## config.mk

```make
export PLATFORM = sky130hd
export DESIGN_NAME = otter_divider
export DESIGN_NICKNAME = d
export VERILOG_FILES = /design/src/rtl/otter_divider.sv
export SDC_FILE = /design/constraint.sdc
export NUM_CORES = 1
export LEC_CHECK = 0
export BUFFER_PORTS_ARGS = -buffer_cell sky130_fd_sc_hd__buf_2
export CAP_MARGIN = 5
export CORE_MARGIN = 2
export CORE_UTILIZATION = 26
export CTS_CLUSTER_SIZE = 12
export DETAILED_ROUTE_END_ITERATION = 6
export GPL_TIMING_DRIVEN = 0
export PLACE_DENSITY_LB_ADDON = 0.1
export SYNTH_ARGS = -nofsm -noshare
export SYNTH_HDL_FRONTEND = slang
export SYNTH_SLANG_ARGS = --single-unit
```

## constraint.sdc

```tcl
create_clock -name i_clk -period 5.25 [get_ports i_clk]
set_clock_uncertainty 0.1 [all_clocks]
set_input_delay 1.05 -clock i_clk [delete_from_list [all_inputs] [get_ports i_clk]]
set_output_delay 1.05 -clock i_clk [all_outputs]
set_load 0.005 [all_outputs]
```

## src/rtl/otter_divider.sv

```systemverilog
// -----------------------------------------------------------------------------
// otter_divider
//
// Iterative RV32M divide unit for the execute stage. Computes DIV, DIVU, REM
// and REMU with a radix-2 restoring algorithm, producing one quotient bit
// per clock. A start/busy/valid handshake connects it to the pipeline: the
// hazard unit stalls while o_busy is high, and the writeback mux takes
// o_result when o_valid pulses.
//
// Ports:
//   i_clk     clock, all state updates on the rising edge
//   i_rst     synchronous reset, active-high
//   i_start   request, accepted only in IDLE (and not in the o_valid cycle)
//   i_op      funct3[1:0]: 00 DIV, 01 DIVU, 10 REM, 11 REMU
//   i_src_a   dividend (rs1), sampled on acceptance
//   i_src_b   divisor  (rs2), sampled on acceptance
//   i_kill    abort the in-flight operation (pipeline flush)
//   o_busy    high from the cycle after acceptance until o_valid rises
//   o_valid   one-cycle result strobe
//   o_result  quotient or remainder, held until the next o_valid
// -----------------------------------------------------------------------------
module otter_divider #(
    parameter int XLEN = 32
) (
    input  logic            i_clk,
    input  logic            i_rst,
    input  logic            i_start,
    input  logic [1:0]      i_op,
    input  logic [XLEN-1:0] i_src_a,
    input  logic [XLEN-1:0] i_src_b,
    input  logic            i_kill,
    output logic            o_busy,
    output logic            o_valid,
    output logic [XLEN-1:0] o_result
);

    localparam int CNT_W = $clog2(XLEN);
    localparam logic [CNT_W-1:0] CNT_LAST = CNT_W'(XLEN - 1);
    localparam logic [CNT_W-1:0] CNT_ONE  = CNT_W'(1);
    localparam logic [XLEN-1:0]  ONE      = {{(XLEN-1){1'b0}}, 1'b1};
    localparam logic [XLEN-1:0]  ONES     = {XLEN{1'b1}};
    localparam logic [XLEN-1:0]  MIN_NEG  = {1'b1, {(XLEN-1){1'b0}}};

    typedef enum logic [1:0] {
        IDLE = 2'd0,
        CALC = 2'd1,
        DONE = 2'd2
    } state_t;

    // Two's complement negation.
    function automatic logic [XLEN-1:0] negate(input logic [XLEN-1:0] v);
        return ~v + ONE;
    endfunction

    // Magnitude of v; only signed operations treat the MSB as a sign.
    // The most negative value maps onto itself, which as an unsigned
    // magnitude is exactly right.
    function automatic logic [XLEN-1:0] magnitude(input logic [XLEN-1:0] v,
                                                  input logic is_signed);
        return (is_signed && v[XLEN-1]) ? negate(v) : v;
    endfunction

    // Control state (reset)
    state_t          state_q,  state_d;
    logic [CNT_W-1:0] cnt_q,   cnt_d;
    logic            valid_q,  valid_d;
    logic [XLEN-1:0] result_q, result_d;

    // Datapath state (no reset needed; always loaded on acceptance)
    logic            op_rem_q,  op_rem_d;
    logic            neg_quo_q, neg_quo_d;
    logic            neg_rem_q, neg_rem_d;
    logic [XLEN-1:0] div_q,     div_d;
    logic [XLEN-1:0] rem_q,     rem_d;
    logic [XLEN-1:0] quo_q,     quo_d;

    // One restoring step. The shifted remainder needs XLEN+1 bits because an
    // unsigned divisor can exceed 2^(XLEN-1). When it is >= the divisor the
    // true difference is below the divisor, so XLEN-bit modular subtraction
    // of the low bits yields it exactly.
    logic [XLEN:0]   rem_sh;
    logic            rem_ge;
    logic [XLEN-1:0] rem_step;
    logic            acc_signed;

    assign rem_sh     = {rem_q, quo_q[XLEN-1]};
    assign rem_ge     = (rem_sh >= {1'b0, div_q});
    assign rem_step   = rem_ge ? (rem_sh[XLEN-1:0] - div_q) : rem_sh[XLEN-1:0];
    assign acc_signed = ~i_op[0];

    always_comb begin
        state_d   = state_q;
        cnt_d     = cnt_q;
        valid_d   = 1'b0;
        result_d  = result_q;
        op_rem_d  = op_rem_q;
        neg_quo_d = neg_quo_q;
        neg_rem_d = neg_rem_q;
        div_d     = div_q;
        rem_d     = rem_q;
        quo_d     = quo_q;

        unique case (state_q)
            IDLE: begin
                // The o_valid cycle still belongs to the finished operation.
                if (i_start && !i_kill && !valid_q) begin
                    op_rem_d  = i_op[1];
                    cnt_d     = '0;
                    rem_d     = '0;
                    neg_quo_d = 1'b0;
                    neg_rem_d = 1'b0;
                    div_d     = i_src_b;
                    if (i_src_b == '0) begin
                        // Divide by zero: preload the architected results.
                        quo_d   = ONES;
                        rem_d   = i_src_a;
                        state_d = DONE;
                    end else if (acc_signed && (i_src_a == MIN_NEG) && (i_src_b == ONES)) begin
                        // Signed overflow: -2^(XLEN-1) / -1.
                        quo_d   = MIN_NEG;
                        state_d = DONE;
                    end else begin
                        neg_quo_d = acc_signed & (i_src_a[XLEN-1] ^ i_src_b[XLEN-1]);
                        neg_rem_d = acc_signed & i_src_a[XLEN-1];
                        quo_d     = magnitude(i_src_a, acc_signed);
                        div_d     = magnitude(i_src_b, acc_signed);
                        state_d   = CALC;
                    end
                end
            end
            CALC: begin
                if (i_kill) begin
                    state_d = IDLE;
                end else begin
                    rem_d = rem_step;
                    quo_d = {quo_q[XLEN-2:0], rem_ge};
                    cnt_d = cnt_q + CNT_ONE;
                    if (cnt_q == CNT_LAST) begin
                        state_d = DONE;
                    end
                end
            end
            DONE: begin
                state_d = IDLE;
                if (!i_kill) begin
                    if (op_rem_q) begin
                        result_d = neg_rem_q ? negate(rem_q) : rem_q;
                    end else begin
                        result_d = neg_quo_q ? negate(quo_q) : quo_q;
                    end
                    valid_d = 1'b1;
                end
            end
            default: begin
                state_d = IDLE;
            end
        endcase
    end

    always_ff @(posedge i_clk) begin
        if (i_rst) begin
            state_q  <= IDLE;
            cnt_q    <= '0;
            valid_q  <= 1'b0;
            result_q <= '0;
        end else begin
            state_q  <= state_d;
            cnt_q    <= cnt_d;
            valid_q  <= valid_d;
            result_q <= result_d;
        end
    end

    always_ff @(posedge i_clk) begin
        op_rem_q  <= op_rem_d;
        neg_quo_q <= neg_quo_d;
        neg_rem_q <= neg_rem_d;
        div_q     <= div_d;
        rem_q     <= rem_d;
        quo_q     <= quo_d;
    end

    assign o_busy   = (state_q != IDLE);
    assign o_valid  = valid_q;
    assign o_result = result_q;

endmodule

```

# [Word-level counts from Yosys, hierarchy flattened]
# Cells that the tools add are included.
[word_totals] output_inout_bits=34 regBits=139 wordCells=80 inputBits=70
[op_classes] addsub=6 mux=27 n_bitwise=10 n_reduce_logical=18 order_cmp=1 eq_ne=8
[ops] operator="$mux W32" n=15
[ops] operator="$add A32 B1 Y32 const B" n=4
[ops] operator="$not A32 Y32" n=4
[ops] operator="$pmux W32 S2" n=2
[ops] operator="$eq A32 B32 Y1 const B" n=2
[ops] operator="$ge A33 B32 Y1" n=1
[ops] operator="$logic_not A32 Y1" n=1
[ops] operator="$sub A32 B32 Y32" n=1
[ops] operator="$mux W2" n=5
[ops] operator="$mux W5" n=2
[ops] operator="$pmux W5 S2" n=1
[ops] operator="$logic_and A1 B1 Y1" n=6
[ops] operator="$reduce_and A2 Y1" n=3
[ops] operator="$add A5 B1 Y5 const B" n=1
[ops] operator="$eq A5 B5 Y1 const B" n=1
[ops] operator="$ne A2 B2 Y1 const B" n=2
[ops] operator="$pmux W2 S2" n=1
[ops] operator="$reduce_bool A2 Y1" n=2
[ops] operator="$reduce_or A2 Y1" n=2
[ops] operator="$ne A3 B3 Y1 const B" n=1
[ops] operator="$not A1 Y1" n=3
[ops] operator="$reduce_and A3 Y1" n=1
[ops] operator="$and A1 B1 Y1" n=2
[ops] operator="$eq A2 B1 Y1 const B" n=1
[ops] operator="5 further kinds" n=6

# [Longest topological paths before layout]
# Gate-level depths: netlist of run 1.
[logic_depth] ltp_word=7 ltp_mapped=13 mapped_depth_nobuf=12

# [Least setup slack after synthesis of run 1]
# OpenSTA, ideal clock, no wires.
[synth_path] path_kind="input to register" start="input port i_kill" end="register quo_q[0], enable pin" t_required_ns=4.730 path_stages=5 n_path_buf=1 arrival_time_ns=4.010 slack_ns=0.720 setup_ns=0.420 path_cell_list="nor2_1 > and3_1 > clkbuf_1 > nor2_1 > inv_1"
[synth_via] elab_chain_len=5
[synth_lines] item="start, declared" line="31" text="input logic i_kill,"
[synth_lines] item="$logic_not A1 Y1"
[synth_lines] item="$logic_and A1 B1 Y1 (2 in series)" line="106" text="if (i_start && !i_kill && !valid_q) begin"
[synth_lines] item="$ne A2 B2 Y1 (no source line)"
[synth_lines] item="$reduce_and A3 Y1 (no source line) (*)"
[synth_lines] item="end signal, assigned" line="180" text="quo_q <= quo_d;"
[synth_lines] item="end, declared" line="75" text="logic [XLEN-1:0] quo_q, quo_d;"
# Every way passes the cells marked *; elsewhere a longest branch is shown, timed or not.
# A chain may end at the register's enable or synchronous reset.

# [Worst setup path in the final report of run 1]
[layout_path] start="input port i_src_a[24]" end="register div_q[6], data pin"
[layout_via] elab_chain_len=5
[layout_lines] item="start, declared" line="29" text="input logic [XLEN-1:0] i_src_a,"
[layout_lines] item="$eq A32 B32 Y1" line="118" text="end else if (acc_signed && (i_src_a == MIN_NEG) && (i_src_b == ONES)) begin"
[layout_lines] item="$logic_and A1 B1 Y1 (2 in series)" line="118"
[layout_lines] item="$mux W32" line="118"
[layout_lines] item="$mux W32" line="113" text="if (i_src_b == '0) begin"
[layout_lines] item="end signal, assigned" line="178" text="div_q <= div_d;"
[layout_lines] item="end, declared" line="73" text="logic [XLEN-1:0] div_q, div_d;"
# No other way between the ends.

==> results by group, run 1 <==
Run status
  – Outcome: completed

Yosys
  – Post-synth top cells: nand2_1 (133), edfxtp_1 (99), o21ai_0 (92)
  – Sequential fraction of the synthesis area: 0.364
  – Synth area leader: edfxtp_1
  – Synth Warn #: 0
  – Yosys reg bits: 139
  – Avg Cell Area, Syn: 8.70 um2
  – Syn_nets: 1300
  – Distinct cell type count after synthesis: 64
  – Top cell type's share of synthesized area: 0.287
  – Most numerous cell in the Yosys netlist: nand2_1
  – Post-Syn Area: 10400 um2
  – Top cells by area, synth: edfxtp_1 (29%), dfxtp_1 (7.7%), xnor2_1 (6.9%), xor2_1 (5.2%), nand2_1 (4.8%)
  – Asr flop ratio synth: 0
  – Top_reg_cell synth: edfxtp_1
  – Mapped Cells: 1190
  – Number of synthesized flops with an enable pin: 99

Layout
  – Fillers: 4304
  – Post-route cell area: 12100 um2
  – Antenna Cells: 0
  – Share of post-route cells with drive strength above 1: 0.120
  – Syn-to-layout area delta: 16.9%
  – Nets@finish: 1421

Global routing
  – All-Layer GR Usage: 0.178
  – Maximum number of pins on one net before global-route repair: 67
  – GRT overflow: 0
  – Number of antenna violations at the first check in global routing: 0
  – First-pass GRT wire length: 54800 um
  – Vias in the first global route: 8927

Routing
  – DR iter-0 viols: 492
  – Detail Route Antenna Nets: 0
  – DRC Markers: 0
  – Routed WL per cell: 20.0 um
  – Vias per cell: 4.92
  – Final wirelength: 36900 um
  – Pre-antenna DRT Iters: 6
  – Via count: 9090

Power and ir drop
  – Peak supply drop: 125 uV
  – Pleak: 4.44 nW
  – Pwr/cell area: 260 nW/um2

Floorplan
  – DIE WIDTH: 204 um
  – Core area: 39500 um2
  – Die height: 204 um
  – Std-Cell Rows: 73
  – I/O pin count: 104
  – Die footprint: 41400 um2
  – Initial Utilization: 0.262

CTS
  – TritonCTS buffer count: 17
  – Clock Latency Late Sink: 0.44 ns
  – Register clock-pin slew on the reported worst setup and hold paths: 0.06 ns
  – CTS tree: built
  – Hold-fix buffers, CTS: 0
  – Setup Fix Bufs, Post-CTS: 0
  – Clock Sinks: 139
  – Depth of the CTS H-tree: 4
  – Clk buf depth: 2
  – Clk root buf: clkbuf_16
  – Post-CTS sizing: 0

Place
  – Post-detail-place hpwl: 30400 um
  – IO Port Bufs: 101
  – Setup WS pre-CTS: 0.775 ns
  – GP Congestion: 0.867
  – Post-DP Area: 11500 um2

Worst setup path
  – CP Class: primary input to flip-flop
  – WP data arrival: 4.15 ns
  – Crit path max fanout: 10
  – Reg-to-Reg Start: rem_q[0]$_DFFE_PP_
  – Critical Path Sink Type: flip-flop
  – Worst R2R Path Depth: 9
  – Internal reg-to-reg setup slack: 1.32 ns
  – Startpoint types: primary input
  – Worst R2R End: rem_q[22]$_DFFE_PP_
  – CP Data Required Time: 5.32 ns

Timing
  – Final worst path period share: 0.778
  – Minimum clock period: 4.08 ns
  – Max-slew violations: 0
  – TNS Setup: 0 ns
  – Final setup fails: 0
  – Rel. slew slack: 0.210
  – Fmax achieved: 0.245 GHz
  – RSZ-0062 raised after global routing: false
  – Setup ws final: 1.17 ns
  – Worst hold slack: 0.346 ns
  – Worst-Margin Slew: 1.18 ns
  – Final Hold Viols: 0

Min path
  – Worst hold start: o_result[17]$_SDFFE_PP0P_
  – Hold path depth: 2
  – Hold Crit Class: flip-flop to flip-flop
  – Hold Path Sink: o_result[17]$_SDFFE_PP0P_

Run
  – Max-cap violations: 0
-- metrics by stage --
step | total power (W) | utilization | cells
finish | 0.00314 | 0.306 | 1849
global placement | 0.00201 | 0.291 | 1816
detailed placement | 0.00201 | 0.292 | 1817
global route | 0.00329 | 0.306 | 1849
CTS | 0.00318 | 0.306 | 1849
floorplan | 0.00176 | - | 1190
-- metal layers --
metal / share of wire / vias up / GRT usage
met4: 0.014 / 0 / 0.0441
li1: - / 4618 / -
met2: 0.49 / 183 / 0.311
met1: 0.47 / 4263 / 0.231
met5: 0 / - / 0
met3: 0.028 / 26 / 0.0232
-- area by class of cell --
cell class	instances	area [um2]	share of cell area
clock buffer	19	475	0.0393
clock inverter	13	87.6	0.00724
multi-input combinational	939	6120	0.506
timing repair buffer	102	526	0.0434
tap	525	657	0.0543
inverter	56	213	0.0176
sequential	139	3770	0.312
buffer	56	246	0.0204
-- cells in the final DEF (no fill, tap or decap), drive strengths merged, types with 36 or more instances in the layout --
cell type	count
nand2	133
clkbuf	60
xor2	62
xnor2	82
inv	59
a21oi	77
o211ai	36
edfxtp	99
buf	117
ha	39
dfxtp	40
o21ai	98
nor2	85
-- state kept, by name (all words and copies together), names as in the netlist --
register,flops
neg_rem_q,1
rem_q,32
div_q,32
neg_quo_q,1
cnt_q,5
o_valid,1
state_q,2
o_result,32
quo_q,32
op_rem_q,1
-- kinds of logic (layout without fill, tap and decap cells) --
kind of cell,after synthesis,in the layout,share of synthesized area
DFF,139,139,0.364
and+or+nand+nor,372,372,0.175
adders and majority gates,40,40,0.0491
xor gates and xnor gates,144,144,0.122
muxes,28,28,0.0271
buffers and inverters,112,246,0.0440
AOI/OAI and AO/OA,355,355,0.219
-- where the power goes --
| group | leakage [nW] | internal [W] | switching (W) |
|---|---|---|---|
| sequential | 1.26 | 0.00125 | 0.0000684 |
| clock | 0.284 | 0.000660 | 0.000499 |
| combinational | 2.90 | 0.000259 | 0.000408 |
| total | 4.44 | 0.00217 | 0.000976 |
-- worst max path at each step --
stage                                 end   startpoint  slack, ns  cells past startpoint
finish                 div_q[6]$_DFFE_PP_  i_src_a[24]       1.17                     10
global route          quo_q[21]$_DFFE_PP_   i_src_b[2]       0.97                      9
CTS                   quo_q[21]$_DFFE_PP_   i_src_b[2]       1.24                      9
detailed placement    quo_q[21]$_DFFE_PP_   i_src_b[2]       0.77                      9
global placement    cnt_q[4]$_SDFFE_PP0P_       i_kill      -1.08                      8
floorplan              quo_q[0]$_DFFE_PP_       i_kill       0.72                      5
-- critical path, stage by stage --
cell and delay (ns):
buf_2 0.14, or4_1 0.57, or3_1 0.37, nor2_1 0.38, nand4_1 0.44, nor2_4 0.53, nor2_1 0.11, clkbuf_1 0.29
nand2_1 0.16, xnor2_1 0.09
(Power assumes the default switching activity.)
==> run 2, diff against run 1 <==
==> constraint.sdc (replaced) <==
create_clock -name i_clk -period 4 [get_ports i_clk]
set_clock_uncertainty 0.1 [all_clocks]
set_input_delay 0.8 -clock i_clk [delete_from_list [all_inputs] [get_ports i_clk]]
set_output_delay 0.8 -clock i_clk [all_outputs]
set_load 0.005 [all_outputs]
==> run 2 against run 1 <==
  * Sequential power grew 31%
  * Core utilization increased by 0.18 points
  * Wire length up 0.14%
  * Global-route usage rose by 0.19 points
  * Sequential cell count stayed put
  * Highest routed layer unchanged
==> results by group, run 2 (same netlist as run 1, synthesis figures left out) <==
Routing
  – Final wirelength: 37000 um
  – Detail Route Antenna Nets: 0
  – DRC Markers: 0
  – Routed WL per cell: 20.0 um
  – DR iter-0 viols: 396
  – Vias per cell: 4.96
  – Pre-antenna DRT Iters: 6
  – Via count: 9175

Global routing
  – Vias in the first global route: 9091
  – Maximum number of pins on one net before global-route repair: 38
  – Number of antenna violations at the first check in global routing: 0
  – All-Layer GR Usage: 0.179
  – GRT overflow: 0
  – First-pass GRT wire length: 55600 um

CTS
  – Clock Sinks: 139
  – Clk buf depth: 2
  – CTS tree: built
  – Depth of the CTS H-tree: 4
  – Register clock-pin slew on the reported worst setup and hold paths: 0.06 ns
  – Clk root buf: clkbuf_16
  – TritonCTS buffer count: 17
  – Clock Latency Late Sink: 0.44 ns

Worst setup path
  – Critical Path Sink Type: flip-flop
  – Startpoint types: flip-flop
  – Slowest-stage cell, CP: edfxtp_1
  – CP cell instances: ha_1 > nand3_1 > nor3b_1 > o31ai_2 > a211o_1 > a211oi_4 > or2_1 > buf_4 > buf_4 > mux2i_1 > o21ai_0
  – Critical Path Max Stage Delay: 0.53 ns
  – Worst path buffer plus inverter count: 2
  – Top delay family on crit path: compound AO/OA/AOI/OAI gates
  – Crit-path most repeated cell: buf_4
  – CP Data Required Time: 4.07 ns
  – CP Class: flip-flop to flip-flop
  – Crit path max fanout: 10
  – WP data arrival: 3.81 ns

Power and ir drop
  – Peak supply drop: 167 uV
  – Pleak: 4.46 nW
  – Pwr/cell area: 349 nW/um2

Min path
  – Hold Crit Class: flip-flop to flip-flop

Layout
  – Non-Filler Instances: 1850
  – Commonest non-fill, non-tap cell in the layout: nand2_1
  – Commonest cells after routing, fill and taps aside: nand2_1 (133), buf_2 (108), edfxtp_1 (99)
  – Antenna Cells: 0
  – Share of post-route cells with drive strength above 1: 0.122
  – Syn-to-layout area delta: 17.6%
  – Fillers: 4252
  – Nets@finish: 1422

Place
  – GP Congestion: 0.874
  – Post-detail-place hpwl: 30700 um
  – IO Port Bufs: 101
  – DP Cell Count: 1818
  – Setup WS pre-CTS: -0.324 ns

Floorplan
  – Die footprint: 41400 um2
  – Std-Cell Rows: 73
  – Core area: 39500 um2
  – DIE WIDTH: 204 um
  – Die height: 204 um
  – Initial Utilization: 0.262
  – I/O pin count: 104

Timing
  – Setup ws final: 0.255 ns
  – Minimum clock period: 3.74 ns
  – Worst-Margin Slew: 0.899 ns
  – Final worst path period share: 0.936
  – Final Hold Viols: 0
  – Rel. slew slack: 0.395
  – TNS Setup: 0 ns
  – Final setup fails: 0
  – RSZ-0062 raised after global routing: false
  – Max-slew violations: 0
  – Fmax achieved: 0.267 GHz

Run
  – Max-cap violations: 0

Run status
  – Outcome: completed
==> run 2: path summary, 6_finish.rpt <==
path,slack [ns],end,start,depth (start not counted)
setup / recovery,0.26,rem_q[19]$_DFFE_PP_,rem_q[5]$_DFFE_PP_,11
hold / removal,0.35,o_result[3]$_SDFFE_PP0P_,o_result[3]$_SDFFE_PP0P_,2
setup reg to reg,0.26,rem_q[19]$_DFFE_PP_,rem_q[5]$_DFFE_PP_,11
hold reg to reg,0.35,o_result[3]$_SDFFE_PP0P_,o_result[3]$_SDFFE_PP0P_,2
==> run 2: stage by stage <==
| step | utilization | total power, W | area (um2) | hold slack [ns] |
|---|---|---|---|---|
| after global placement | 0.291 | 0.00264 | 11500 | 0.339 |
| after CTS | 0.308 | 0.00429 | 12200 | 0.351 |
| after floorplan | - | 0.00232 | 10400 | 0.336 |
| final | 0.308 | 0.00425 | 12200 | 0.348 |
| after global routing | 0.308 | 0.00444 | 12200 | 0.364 |
| after detailed placement | 0.292 | 0.00264 | 11600 | 0.343 |
==> run 2: metal layers <==
metal | GRT usage | wire [um]
met1 | 0.232 | 17200
met2 | 0.310 | 17700
met3 | 0.0230 | 1170
met4 | 0.0571 | 830
met5 | 0 | 0
==> run 2: cell type report <==
class | count | area (um2) | share of cell area
multi-input combinational | 939 | 6130 | 0.504
sequential | 139 | 3770 | 0.310
tap | 525 | 657 | 0.0540
timing repair buffer | 103 | 546 | 0.0448
clock buffer | 21 | 503 | 0.0413
buffer | 56 | 246 | 0.0202
inverter | 56 | 214 | 0.0176
clock inverter | 11 | 100 | 0.00822
==> run 2: where the power goes <==
group / total, W / switching (W) / leakage (nW) / internal [W]
clock network: 0.00163 / 0.000665 / 0.306 / 0.000969
logic: 0.000885 / 0.000541 / 2.90 / 0.000344
registers: 0.00173 / 0.0000895 / 1.26 / 0.00164
==> run 2: tightest hold or removal path, stage by stage, from the launching register on <==
cell,delay (ns)
dfxtp_1,0.30
nand2_1,0.05
a21oi_1,0.05
==> run 2: repair_timing <==
| item | in CTS | in global routing |
|---|---|---|
| setup endpoints to repair | 0 | 31 |
| hold buffers | 0 | 0 |
| resized for setup | 0 | 3 |
| buffers inserted | 0 | 0 |
